[src/rtl/switch_toggle_bank_pkg.sv]
// Shared definitions for the user-switch bank: LED mode encoding and counter sizing.
package switch_toggle_bank_pkg;

  localparam logic MODE_TOGGLE    = 1'b0;
  localparam logic MODE_MOMENTARY = 1'b1;

  // Bits needed to count from 0 up to max_val-1; never narrower than one bit.
  function automatic int cnt_width(input int max_val);
    return (max_val < 2) ? 1 : $clog2(max_val);
  endfunction

endpackage

[src/rtl/switch_debounce_channel.sv]
// One user-switch channel: 2-FF synchroniser, debounce filter, edge pulses and
// long-press detection on the debounced level.
module switch_debounce_channel
  import switch_toggle_bank_pkg::*;
#(
  parameter int DEBOUNCE_LIMIT   = 250000,
  parameter int LONG_PRESS_LIMIT = 25000000
) (
  input  logic i_Clk,
  input  logic i_Rst_L,
  input  logic i_Switch,
  output logic o_Stable,
  output logic o_Release_Evt,
  output logic o_Press_Pulse,
  output logic o_Release_Pulse,
  output logic o_Long_Press
);

  localparam int DB_W   = cnt_width(DEBOUNCE_LIMIT);
  localparam int HOLD_W = cnt_width(LONG_PRESS_LIMIT + 1);
  localparam logic [DB_W-1:0]   DB_LAST  = DB_W'(DEBOUNCE_LIMIT - 1);
  localparam logic [HOLD_W-1:0] HOLD_MAX = HOLD_W'(LONG_PRESS_LIMIT);

  logic              sync_meta;
  logic              sync_lvl;
  logic              stable;
  logic              stable_d;
  logic [DB_W-1:0]   db_cnt;
  logic [HOLD_W-1:0] hold_cnt;
  logic              press_evt;
  logic              release_evt;

  always_ff @(posedge i_Clk or negedge i_Rst_L) begin
    if (!i_Rst_L) begin
      sync_meta <= 1'b0;
      sync_lvl  <= 1'b0;
    end else begin
      sync_meta <= i_Switch;
      sync_lvl  <= sync_meta;
    end
  end

  // Any sample agreeing with the accepted level restarts the stability count.
  always_ff @(posedge i_Clk or negedge i_Rst_L) begin
    if (!i_Rst_L) begin
      db_cnt <= '0;
      stable <= 1'b0;
    end else if (sync_lvl == stable) begin
      db_cnt <= '0;
    end else if (db_cnt == DB_LAST) begin
      db_cnt <= '0;
      stable <= sync_lvl;
    end else begin
      db_cnt <= db_cnt + DB_W'(1);
    end
  end

  assign press_evt   = stable & ~stable_d;
  assign release_evt = ~stable & stable_d;

  always_ff @(posedge i_Clk or negedge i_Rst_L) begin
    if (!i_Rst_L) begin
      stable_d        <= 1'b0;
      o_Press_Pulse   <= 1'b0;
      o_Release_Pulse <= 1'b0;
    end else begin
      stable_d        <= stable;
      o_Press_Pulse   <= press_evt;
      o_Release_Pulse <= release_evt;
    end
  end

  // Hold time is counted from the cycle the press pulse is issued, so the
  // flag rises LONG_PRESS_LIMIT+1 cycles after that pulse.
  always_ff @(posedge i_Clk or negedge i_Rst_L) begin
    if (!i_Rst_L) begin
      hold_cnt     <= '0;
      o_Long_Press <= 1'b0;
    end else begin
      if (!stable) begin
        hold_cnt <= '0;
      end else if (stable_d && (hold_cnt != HOLD_MAX)) begin
        hold_cnt <= hold_cnt + HOLD_W'(1);
      end
      o_Long_Press <= stable && (hold_cnt == HOLD_MAX);
    end
  end

  assign o_Stable      = stable;
  assign o_Release_Evt = release_evt;

endmodule

[src/rtl/switch_toggle_bank.sv]
// Bank of NUM_CH debounced user switches driving LEDs in toggle or momentary mode.
// Each channel is filtered independently; this level owns toggle state, clear and LED muxing.
module switch_toggle_bank
  import switch_toggle_bank_pkg::*;
#(
  parameter int NUM_CH           = 4,
  parameter int DEBOUNCE_LIMIT   = 250000,
  parameter int LONG_PRESS_LIMIT = 25000000
) (
  input  logic              i_Clk,
  input  logic              i_Rst_L,
  input  logic [NUM_CH-1:0] i_Switch,
  input  logic [NUM_CH-1:0] i_Mode,
  input  logic              i_Clear,
  output logic [NUM_CH-1:0] o_LED,
  output logic [NUM_CH-1:0] o_Press_Pulse,
  output logic [NUM_CH-1:0] o_Release_Pulse,
  output logic [NUM_CH-1:0] o_Long_Press
);

  logic [NUM_CH-1:0] stable;
  logic [NUM_CH-1:0] release_evt;
  logic [NUM_CH-1:0] toggle_q;
  logic [NUM_CH-1:0] toggle_nxt;

  for (genvar g = 0; g < NUM_CH; g++) begin : g_ch
    switch_debounce_channel #(
      .DEBOUNCE_LIMIT  (DEBOUNCE_LIMIT),
      .LONG_PRESS_LIMIT(LONG_PRESS_LIMIT)
    ) u_chan (
      .i_Clk          (i_Clk),
      .i_Rst_L        (i_Rst_L),
      .i_Switch       (i_Switch[g]),
      .o_Stable       (stable[g]),
      .o_Release_Evt  (release_evt[g]),
      .o_Press_Pulse  (o_Press_Pulse[g]),
      .o_Release_Pulse(o_Release_Pulse[g]),
      .o_Long_Press   (o_Long_Press[g])
    );
  end

  // Long presses are left to user logic and never flip the LED; toggle state
  // is frozen while a channel is in momentary mode. Clear overrides a release.
  always_comb begin
    toggle_nxt = toggle_q;
    for (int i = 0; i < NUM_CH; i++) begin
      if ((i_Mode[i] == MODE_TOGGLE) && release_evt[i] && !o_Long_Press[i]) begin
        toggle_nxt[i] = ~toggle_q[i];
      end
    end
    if (i_Clear) begin
      toggle_nxt = '0;
    end
  end

  always_ff @(posedge i_Clk or negedge i_Rst_L) begin
    if (!i_Rst_L) begin
      toggle_q <= '0;
      o_LED    <= '0;
    end else begin
      toggle_q <= toggle_nxt;
      for (int i = 0; i < NUM_CH; i++) begin
        o_LED[i] <= (i_Mode[i] == MODE_MOMENTARY) ? stable[i] : toggle_nxt[i];
      end
    end
  end

endmodule

[config.mk]
export PLATFORM = sky130hd
export DESIGN_NAME = switch_toggle_bank
export DESIGN_NICKNAME = d
export VERILOG_FILES = /design/src/rtl/switch_toggle_bank_pkg.sv /design/src/rtl/switch_debounce_channel.sv /design/src/rtl/switch_toggle_bank.sv
export SDC_FILE = /design/constraint.sdc
export NUM_CORES = 1
export LEC_CHECK = 0
export ABC_CLOCK_PERIOD_IN_PS = 2160
export BUFFER_PORTS_ARGS = -buffer_cell sky130_fd_sc_hd__buf_2
export CORE_ASPECT_RATIO = 1.1
export CORE_MARGIN = 3
export CORE_UTILIZATION = 25
export DETAILED_ROUTE_END_ITERATION = 8
export PLACE_DENSITY = 0.49
export SLEW_MARGIN = 25
export SYNTH_ARGS = -nofsm -noshare
export SYNTH_HDL_FRONTEND = slang
export SYNTH_SLANG_ARGS = --single-unit
export TNS_END_PERCENT = 5
[constraint.sdc]
create_clock -name i_Clk -period 2.16 [get_ports i_Clk]
set_clock_uncertainty 0.2 [all_clocks]
set_input_delay 0.216 -clock i_Clk [delete_from_list [all_inputs] [get_ports i_Clk]]
set_output_delay 0.216 -clock i_Clk [all_outputs]
set_load 0.05 [all_outputs]
==> impl_metrics.yaml, run 1 <==
power_and_ir_drop:
  p_leak_uw: 0.004914
  power_uw: 7959
  peakVddDrop_uv: 464.5
  pwr_density_cell_mw_per_mm2: 630.8
timing:
  fmax_mhz: 453.1
  final.period_utilization: 1.022
  worst_pin_slew_ns: 0.5235
  fin_ws_ns: -0.04708
  fin_hold_ws_ns: 0.01699
  finalCriticalPeriod_ns: 2.207
  slew_viol_final: 0
  relSlewSlack: 0.6461
  finalHoldViolations: 0
  rsz0062_at_grt: "true"
  setup_viol: 2
floorplanning:
  start_util: 0.2551
  io-pin-count: 27
  coreArea_mm2: 0.04056
  fp-row-count: 77
  dieArea_mm2: 0.04386
  die_h_um: 219.4
  dieWidth_um: 200.0
worst_setup_path:
  end_kind: "register"
  worst_ep_arrival_time_ns: 2.39
  crit_required_ns: 2.34
  start_kind: "register"
  critPathMaxFanout: 5
  critPathKind: "reg -> reg"
status:
  status: "complete, but fails checks"
  violations: "negative setup slack"
placement:
  io_buffers: 26
  dp_hpwl_mm: 15.77
  dp_cells: 1694
  gp_congestion: 0.7743
cts:
  cts.sinks: 208
  cts_buffers: 25
  cts_tree: "yes"
  cts_htree_levels: 1
  ctsRootBufferMaster: "clkbuf_16"
  insertion_delay_ns: 0.52
  clk_pin_slew_ns: 0.05
  clockBufferDepth: 3
logic_synthesis:
  syn_area_mm2: 0.01035
  avgSynthCellArea_um2: 9.724
  synth_top_area_frac: 0.5031
  yosysSeqAreaShare: 0.5031
  synth.area.mux_share: 0.007256
  synth_simple_gate_area_frac: 0.2633
  synth_edf_count: 0
  syn_inst: 1064
  synth_seq_cells: 208
  synthXorXnorAreaFrac: 0.07957
  syn-num-nets: 1087
  synthArstFlopShare: 1.000
  synth_top_family_by_area: "simple AND/OR/NAND/NOR gates"
  yosys-top-cells-area: "dfrtp_1 (50%), xnor2_1 (5.2%), nor2_1 (4.3%), a21oi_1 (3.1%), nand3_1 (3.1%)"
  synth_top_cell_by_area: "dfrtp_1"
  synth_compound_area_frac: 0.09348
  yosysUniqueCellTypes: 55
  synthFlopType: "dfrtp_1"
  yosysWarnings: 0
  synth-adder-area-share: 0.01451
routing:
  wl_mm: 23.34
  via_per_inst: 4.651
  drt_pass1_iterations: 4
  drtIter0Drc: 367
  drc: 0
  ant_nets: 0
  wl_per_cell_um: 13.36
  vias: 8125
global_route:
  grt_pass1_wl_mm: 39.99
  grt_usage: 0.1073
  grt_pass1_vias: 8062
  grt.overflow.total: 0
  grt_antenna_before_repair: 1
  grt_max_degree: 56
finish:
  syn_to_final_growth_pct: 21.96
  final_cells: 1747
  drive_above_1_share: 0.1635
  fin_util: 0.3111
  fin_nets: 1202
run:
  drv_cap: 0
min_path:
  hp-class: "in -> async"
worst paths after layout:
path                                                        start                                       to  slack (ns)  cells after the start
max reg2reg                g_ch[0].u_chan.hold_cnt[9]$_DFFE_PN0P_   g_ch[0].u_chan.hold_cnt[0]$_DFFE_PN0P_       -0.05                      4
min in group i_Clk                                    i_Switch[1]       g_ch[1].u_chan.sync_meta$_DFF_PN0_        0.14                      2
max                        g_ch[0].u_chan.hold_cnt[9]$_DFFE_PN0P_   g_ch[0].u_chan.hold_cnt[0]$_DFFE_PN0P_       -0.05                      4
min                                                       i_Rst_L  g_ch[1].u_chan.hold_cnt[20]$_DFFE_PN0P_        0.02                      2
max in group asynchronous                                 i_Rst_L   g_ch[2].u_chan.hold_cnt[7]$_DFFE_PN0P_        1.08                      3
min reg2reg                    g_ch[0].u_chan.sync_meta$_DFF_PN0_        g_ch[0].u_chan.sync_lvl$_DFF_PN0_        0.15                      0
logic make-up after synthesis:
kind of cell / Yosys count
AOI/OAI and AO/OA: 156
xor gates and xnor gates: 94
adders and majority gates: 12
buffers and inverters: 90
DFF: 208
muxes: 7
and+or+nand+nor: 497
critical path, stage by stage, from the launching register on:
cell and delay [ns]:
dfrtp_1 0.38, or4b_2 0.66, or4_4 0.48, o2111ai_1 0.22
o21ai_0 0.13
where the power goes:
part / internal, µW / total, µW / switching (µW)
registers: 3920 / 3950 / 24.3
logic: 61.6 / 193 / 132
clock network: 2220 / 3820 / 1600
total: 6200 / 7960 / 1760
layout by cell type, fill, tap and decap left out, drive strengths merged, types with 29 or more instances in the layout:
master	instances
nand3	64
buf	127
xor2	33
nor4	34
or3	32
clkbuf	37
o31ai	29
nor2	118
xnor2	61
inv	41
or4	32
o21ai	38
a21oi	65
dfrtp	208
nand2	70
nand4	49
timing repair:
action	CTS	global route
gates resized for setup	3	10
pin swaps	0	1
endpoints found under the setup margin	7	12
setup buffers	0	0
endpoints found under the hold margin	220	0
hold buffers	11	0
registers in the layout (all words and copies together), names as in the netlist:
name	count
g_ch.u_chan.hold_cnt	100
g_ch.u_chan.db_cnt	72
g_ch.u_chan.o_Long_Press	4
g_ch.u_chan.o_Press_Pulse	4
g_ch.u_chan.o_Release_Pulse	4
g_ch.u_chan.o_Stable	4
g_ch.u_chan.stable_d	4
g_ch.u_chan.sync_lvl	4
g_ch.u_chan.sync_meta	4
o_LED	4
toggle_q	4
metal layers:
| metal | global-route usage | vias to the layer above | routed length (µm) |
|---|---|---|---|
| met5 | 0 | - | 0 |
| met4 | 0.02885 | 0 | 456 |
| met3 | 0.01858 | 28 | 741 |
| met2 | 0.1813 | 67 | 11140 |
| met1 | 0.1419 | 3961 | 11010 |
| li1 | - | 4069 | - |
per-stage QoR:
stage	TNS [ns]	setup WS [ns]	instance area, µm²
finish	-0.06357	-0.04708	12620
global route	-0.1278	-0.05765	12620
CTS	-0.009919	-0.009919	12580
detailed placement	-0.1854	-0.06131	11730
global placement	-0.05667	-0.01858	11730
floorplan	0	0.004684	10360
cells in the mapped netlist (all sizes together), types with 5 or more instances:
cell    instances
and3           14
and2            8
or3            32
clkbuf         29
nor4           34
xnor2          61
ha             12
nand2          70
inv            40
a21oi          65
xor2           33
nor4b           9
o31ai          29
and4           14
o21ai          38
nand3          64
nand3b          5
nor3           18
o41ai           6
or4b            5
nor2b           5
or4            32
buf            21
nand4          49
dfrtp         208
nor2          118
final cells by class:
cell class	instances	area, µm²
antenna	1	2.502
tap	553	691.9
clock buffer	37	700.7
fill	4234	27940
timing repair buffer	138	1046
sequential	208	5207
inverter	40	150.1
multi-input combinational	766	4796
clock inverter	4	23.77
Power figures use the tool's default switching activity.
==> run 2: changes to the inputs <==
--- a/config.mk
+++ b/config.mk
@@ -5,7 +5,7 @@
 export SDC_FILE = /design/constraint.sdc
 export NUM_CORES = 1
 export LEC_CHECK = 0
-export ABC_CLOCK_PERIOD_IN_PS = 2160
+export ABC_CLOCK_PERIOD_IN_PS = 1900
 export BUFFER_PORTS_ARGS = -buffer_cell sky130_fd_sc_hd__buf_2
 export CORE_ASPECT_RATIO = 1.1
 export CORE_MARGIN = 3
==> constraint.sdc (replaced) <==
create_clock -name i_Clk -period 1.9 [get_ports i_Clk]
set_clock_uncertainty 0.2 [all_clocks]
set_input_delay 0.19 -clock i_Clk [delete_from_list [all_inputs] [get_ports i_Clk]]
set_output_delay 0.19 -clock i_Clk [all_outputs]
set_load 0.05 [all_outputs]
==> run 2 against run 1 <==
  * Sequential power up 13%
  * Maximum frequency up 2.2%
  * Final cell count up 7.0%
  * Largest power group is now clock
  * Highest routed layer unchanged
  * The run still ends with negative setup slack left
  * Routed wire length up 5.5%
  * Critical endpoint unchanged
==> impl_metrics.yaml, run 2 (synthesized netlist as in run 1, its figures left out) <==
worst_setup_path:
  critPathMaxFanout: 5
  crit_required_ns: 2.17
  worst_ep_arrival_time_ns: 2.43
  critPathTopFamily: "simple AND/OR/NAND/NOR gates"
  critical_path.slowest_cell: "or4_4"
  cp_num_buf_inv: 1
  critPathKind: "reg -> reg"
  crit_path_max_incr_delay_ns: 0.54
  r2r_setup_slack_ns: -0.26
  start_kind: "register"
  path_cells: "buf_4 > or4b_4 > or4_4 > o22a_1 > o21ai_1"
  worstReg2RegStart: "g_ch[0].u_chan.hold_cnt[7]$_DFFE_PN0P_"
  end_kind: "register"
  r2r_cells: 5
  timing.rr.end: "g_ch[0].u_chan.hold_cnt[0]$_DFFE_PN0P_"
cts:
  cts_htree_levels: 1
  clk_pin_slew_ns: 0.06
  cts_tree: "yes"
  ctsRootBufferMaster: "clkbuf_16"
  insertion_delay_ns: 0.55
  clockBufferDepth: 3
  cts_buffers: 26
  cts.sinks: 208
timing:
  finalCriticalPeriod_ns: 2.159
  fmax_mhz: 463.2
  slew_viol_final: 0
  final.period_utilization: 1.136
  setup_viol: 41
  relSlewSlack: 0.4159
  finalHoldViolations: 0
  fin_hold_ws_ns: 0.1034
  worst_pin_slew_ns: 0.8752
  setup-tns-final_ns: -3.723
  fin_ws_ns: -0.2590
  rsz0062_at_grt: "true"
floorplanning:
  io-pin-count: 27
  fp-row-count: 77
  start_util: 0.2551
  dieWidth_um: 200.0
  die_h_um: 219.4
  dieArea_mm2: 0.04386
  coreArea_mm2: 0.04056
global_route:
  grt_pass1_wl_mm: 42.06
  grt.overflow.total: 0
  grt_pass1_vias: 8815
  grt_antenna_before_repair: 1
  grt_max_degree: 53
  grt_usage: 0.1136
routing:
  drc: 0
  wl_mm: 24.63
  via_per_inst: 4.638
  vias: 8669
  ant_nets: 0
  wl_per_cell_um: 13.18
  drt_pass1_iterations: 4
  drtIter0Drc: 372
placement:
  dpl_cell_area_mm2: 0.01257
  dp_hpwl_mm: 17.09
  gp_congestion: 0.7854
  io_buffers: 26
finish:
  syn_to_final_growth_pct: 36.28
  final_common_cell: "dfrtp_1"
  top_regs: "g_ch.u_chan.hold_cnt x100, g_ch.u_chan.db_cnt x72"
  regMostFlops: "g_ch.u_chan.hold_cnt"
  fin_area_mm2: 0.01410
  final_cell_mix: "dfrtp_1 (206), buf_4 (202), nor2_1 (117), nand2_1 (68), xnor2_1 (60)"
  fin_nets: 1320
  largest_register_ffs: 100
  drive_above_1_share: 0.2920
power_and_ir_drop:
  pwr_density_cell_mw_per_mm2: 692.1
  power_uw: 9759
  peakVddDrop_uv: 599.3
  p_leak_uw: 0.005709
status:
  violations: "negative setup slack"
  status: "complete, but fails checks"
min_path:
  hold_end: "g_ch[2].u_chan.sync_meta$_DFF_PN0_"
  hp-class: "in -> reg"
  min_from: "i_Switch[2]"
  hold_depth: 2
run:
  drv_cap: 0
## run 2: timing repair
item,in CTS,in global routing
cloned,1,1
hold buffers,11,0
endpoints found under the setup margin,83,126
resized for setup,30,78
hold endpoints to repair,220,0
buffers inserted,2,8
pin swaps,31,36
## run 2: worst register-to-register path, stage by stage (launching register included)
cell     delay [ns]
dfrtp_1        0.39
buf_4          0.15
or4b_4         0.47
or4_4          0.54
o22a_1         0.20
o21ai_1        0.14
## run 2: cell type report
class | instances | area, µm²
Inverter | 40 | 150.1
Antenna cell | 1 | 2.502
Clock inverter | 5 | 111.4
Fill cell | 4084 | 26460
Tap cell | 553 | 691.9
Timing Repair Buffer | 254 | 1956
Sequential cell | 208 | 5207
Clock buffer | 41 | 757.0
Multi-Input combinational cell | 767 | 5224
## run 2: worst max-delay path by stage
stage	start	endpoint	slack (ns)	cells past startpoint
2_1_floorplan	g_ch[0].u_chan.stable_d$_DFF_PN0_	g_ch[0].u_chan.hold_cnt[21]$_DFFE_PN0P_	-0.20	6
3_3_place_gp	g_ch[0].u_chan.hold_cnt[9]$_DFFE_PN0P_	g_ch[0].u_chan.hold_cnt[0]$_DFFE_PN0P_	-0.26	4
3_5_place_dp	g_ch[0].u_chan.hold_cnt[9]$_DFFE_PN0P_	g_ch[0].u_chan.hold_cnt[0]$_DFFE_PN0P_	-0.29	4
4_1_cts	g_ch[0].u_chan.hold_cnt[7]$_DFFE_PN0P_	g_ch[0].u_chan.hold_cnt[21]$_DFFE_PN0P_	-0.22	5
5_1_grt	g_ch[0].u_chan.hold_cnt[7]$_DFFE_PN0P_	g_ch[0].u_chan.hold_cnt[0]$_DFFE_PN0P_	-0.33	5
6_report	g_ch[0].u_chan.hold_cnt[7]$_DFFE_PN0P_	g_ch[0].u_chan.hold_cnt[0]$_DFFE_PN0P_	-0.26	5
## run 2: through the flow
| stage | instances | utilization | setup slack [ns] |
|---|---|---|---|
| after floorplan | 1064 | - | -0.2035 |
| after global placement | 1799 | 0.3098 | -0.2586 |
| after detailed placement | 1799 | 0.3098 | -0.2866 |
| after CTS | 1859 | 0.3371 | -0.2158 |
| after global routing | 1869 | 0.3476 | -0.3283 |
| final | 1869 | 0.3476 | -0.2590 |
## run 2: report_power, final
part	internal [µW]	switching (µW)	leakage (µW)
Sequential	4460	20.5	0.00288
Clock	3120	1890	0.000421
Combinational	103	162	0.00241
Total	7690	2070	0.00571
## run 2: per-layer routing
layer,vias to the layer above,share of wire,track usage
met5,-,0,0
met4,0,0.027,0.03374
met3,34,0.030,0.02134
met2,84,0.46,0.1861
met1,4238,0.48,0.1527
li1,4313,-,-
==> run 3: changes to the inputs <==
--- a/config.mk
+++ b/config.mk
@@ -10,6 +10,8 @@
 export CORE_ASPECT_RATIO = 1.1
 export CORE_MARGIN = 3
 export CORE_UTILIZATION = 25
+export CTS_BUF_LIST = sky130_fd_sc_hd__clkbuf_2
+export CTS_CLUSTER_SIZE = 12
 export DETAILED_ROUTE_END_ITERATION = 8
 export PLACE_DENSITY = 0.49
 export SLEW_MARGIN = 25
==> run 3 against run 2 <==
  * The flow still finishes with violations (negative setup slack)
  * Cell area is 0.72% lower
  * Setup slack worse by 0.013 ns
  * Largest power group is now sequential cells
  * Via count is 3.3% higher
  * Critical path depth stayed put
  * Combinational power is 8.7% higher
  * Total power is 18% lower
  * First-iteration DRC count is 3.5% lower
  * Routed wire length is 2.2% higher
  * Clock-buffer cell count is 50 higher
  * Non-clock buffer count is 17 higher
  * Global-route usage is 0.39 points higher
  * Largest cell class is now flip-flops and latches
  * Sequential share of layout area is 0.27 points higher
==> impl_metrics.yaml, run 3 (synthesized netlist as in run 1, its figures left out) <==
finish:
  drive_above_1_share: 0.3188
  final_cells: 1955
  regMostFlops: "g_ch.u_chan.hold_cnt"
  multi_input_comb_area_mm2: 0.005176
  final_common_cell: "buf_4"
  seq_area_mm2: 0.005207
  fin_nets: 1372
  largest_register_ffs: 100
  fill_cells: 4157
  final_cell_mix: "buf_4 (209), dfrtp_1 (206), nor2_1 (117), clkbuf_2 (91), nand2_1 (68)"
  syn_to_final_growth_pct: 35.30
  top_regs: "g_ch.u_chan.hold_cnt x100, g_ch.u_chan.db_cnt x72"
power_and_ir_drop:
  cell_internal_pwr_uw: 5857
  p_seq_frac: 0.556
  pwr-share-clk: 0.408
  p_switching_uw: 2185
  p_comb_frac: 0.036
  peakVddDrop_uv: 299.3
  p_leak_uw: 0.005804
  swShare: 0.2717
  pwr_density_cell_mw_per_mm2: 574.5
cts:
  cts.sinks: 208
  cts_tree: "yes"
  clk_pin_slew_ns: 0.10
  cts_htree_levels: 2
  cts_buffers: 61
  insertion_delay_ns: 0.96
  ctsRootBufferMaster: "clkbuf_2"
  clockBufferDepth: 3
floorplanning:
  die_h_um: 219.4
  fp-row-count: 77
  dieWidth_um: 200.0
  start_util: 0.2551
  coreArea_mm2: 0.04056
  io-pin-count: 27
  dieArea_mm2: 0.04386
routing:
  vias: 8953
  via_per_inst: 4.580
  ant_nets: 0
  drtIter0Drc: 359
  drc: 0
  wl_mm: 25.17
  drt_pass1_iterations: 4
  wl_per_cell_um: 12.87
global_route:
  grt_pass1_wl_mm: 43.08
  grt_pass1_vias: 9206
  grt_antenna_before_repair: 3
  grt_max_degree: 53
  grt.overflow.total: 0
  grt_usage: 0.1175
placement:
  gp_congestion: 0.7854
  dp_cells: 1799
  dp_hpwl_mm: 17.09
  place_ws_ns: -0.2866
  io_buffers: 26
worst_setup_path:
  worst_ep_arrival_time_ns: 2.86
  crit_path_max_incr_delay_ns: 0.54
  path_cells: "buf_4 > or4b_4 > or4_4 > o22a_1 > o21ai_1"
  r2r_setup_slack_ns: -0.27
  start_kind: "register"
  crit_required_ns: 2.59
  cp_num_buf_inv: 1
  critPathTopFamily: "simple AND/OR/NAND/NOR gates"
  critPathMaxFanout: 5
  end_kind: "register"
  critical_path.slowest_cell: "or4_4"
  critPathKind: "reg -> reg"
status:
  status: "complete, but fails checks"
  violations: "negative setup slack"
timing:
  finalHoldViolations: 0
  slew_viol_final: 0
  fmax_mhz: 460.5
  rsz0062_at_grt: "true"
  fin_ws_ns: -0.2717
  fin_hold_ws_ns: 0.1277
  final.period_utilization: 1.143
  relSlewSlack: 0.4417
  finalCriticalPeriod_ns: 2.172
  worst_pin_slew_ns: 0.8366
  setup_viol: 46
min_path:
  hp-class: "reg -> reg"
run:
  drv_cap: 0
[run 3: changes by cell type in the layout (fill, tap and decap cells not counted), sizes merged]
cell and change:
clkbuf +50, clkinv +19, dlygate4sd3 +10, buf +7, bufinv -3, diode +2, inv +1
[run 3: final cells by class]
cell class              count  area share
well taps                 553     0.04943
flip-flops and latches    208      0.3720
clock inverters            22    0.006078
repair buffers            271      0.1589
multi-input cells         767      0.3698
clock buffers              91     0.03253
diodes                      3   0.0005363
inverters                  40     0.01073
[run 3: through the flow]
stage               setup TNS, ns  utilization  area, µm²  power [µW]
floorplan                  -9.247            -      10420        4628
global placement           -6.231       0.3098      12570        4809
detailed placement         -7.518       0.3098      12570        4810
CTS                        -6.793       0.3354      13600        8282
global route               -13.21       0.3451      14000        8579
finish                     -4.964       0.3451      14000        8042
[run 3: metal layers]
metal | GRT usage | up-vias | routed length, µm
met4 | 0.04746 | 0 | 687
met2 | 0.1870 | 120 | 11500
li1 | - | 4457 | -
met1 | 0.1506 | 4321 | 11950
met3 | 0.03255 | 55 | 1023
met5 | 0 | - | 0
[run 3: path summary, 6_finish.rpt]
path / to / depth (start not counted) / startpoint
max in group asynchronous: g_ch[3].u_chan.hold_cnt[24]$_DFFE_PN0P_ / 6 / i_Rst_L
worst max register to register: g_ch[0].u_chan.hold_cnt[0]$_DFFE_PN0P_ / 5 / g_ch[0].u_chan.hold_cnt[7]$_DFFE_PN0P_
min in group asynchronous: g_ch[0].u_chan.db_cnt[17]$_DFF_PN0_ / 5 / i_Rst_L
worst max-delay path: g_ch[0].u_chan.hold_cnt[0]$_DFFE_PN0P_ / 5 / g_ch[0].u_chan.hold_cnt[7]$_DFFE_PN0P_
worst min register to register: g_ch[1].u_chan.sync_lvl$_DFF_PN0_ / 0 / g_ch[1].u_chan.sync_meta$_DFF_PN0_
worst min-delay path: g_ch[1].u_chan.sync_lvl$_DFF_PN0_ / 0 / g_ch[1].u_chan.sync_meta$_DFF_PN0_
[run 3: timing repair]
item,CTS,global route
resized for setup,65,70
setup buffers,4,12
gates cloned,1,1
hold buffers,22,0
setup endpoints to repair,108,137
pin swaps,36,38
endpoints found under the hold margin,220,0
[run 3: power groups by stage]
stage	clock [µW]	sequential, µW	combinational, µW
after floorplan	0	4560	66.3
after global placement	0	4560	249
after detailed placement	0	4560	250
after CTS	3510	4470	296
after global routing	3770	4480	331
final	3280	4470	288
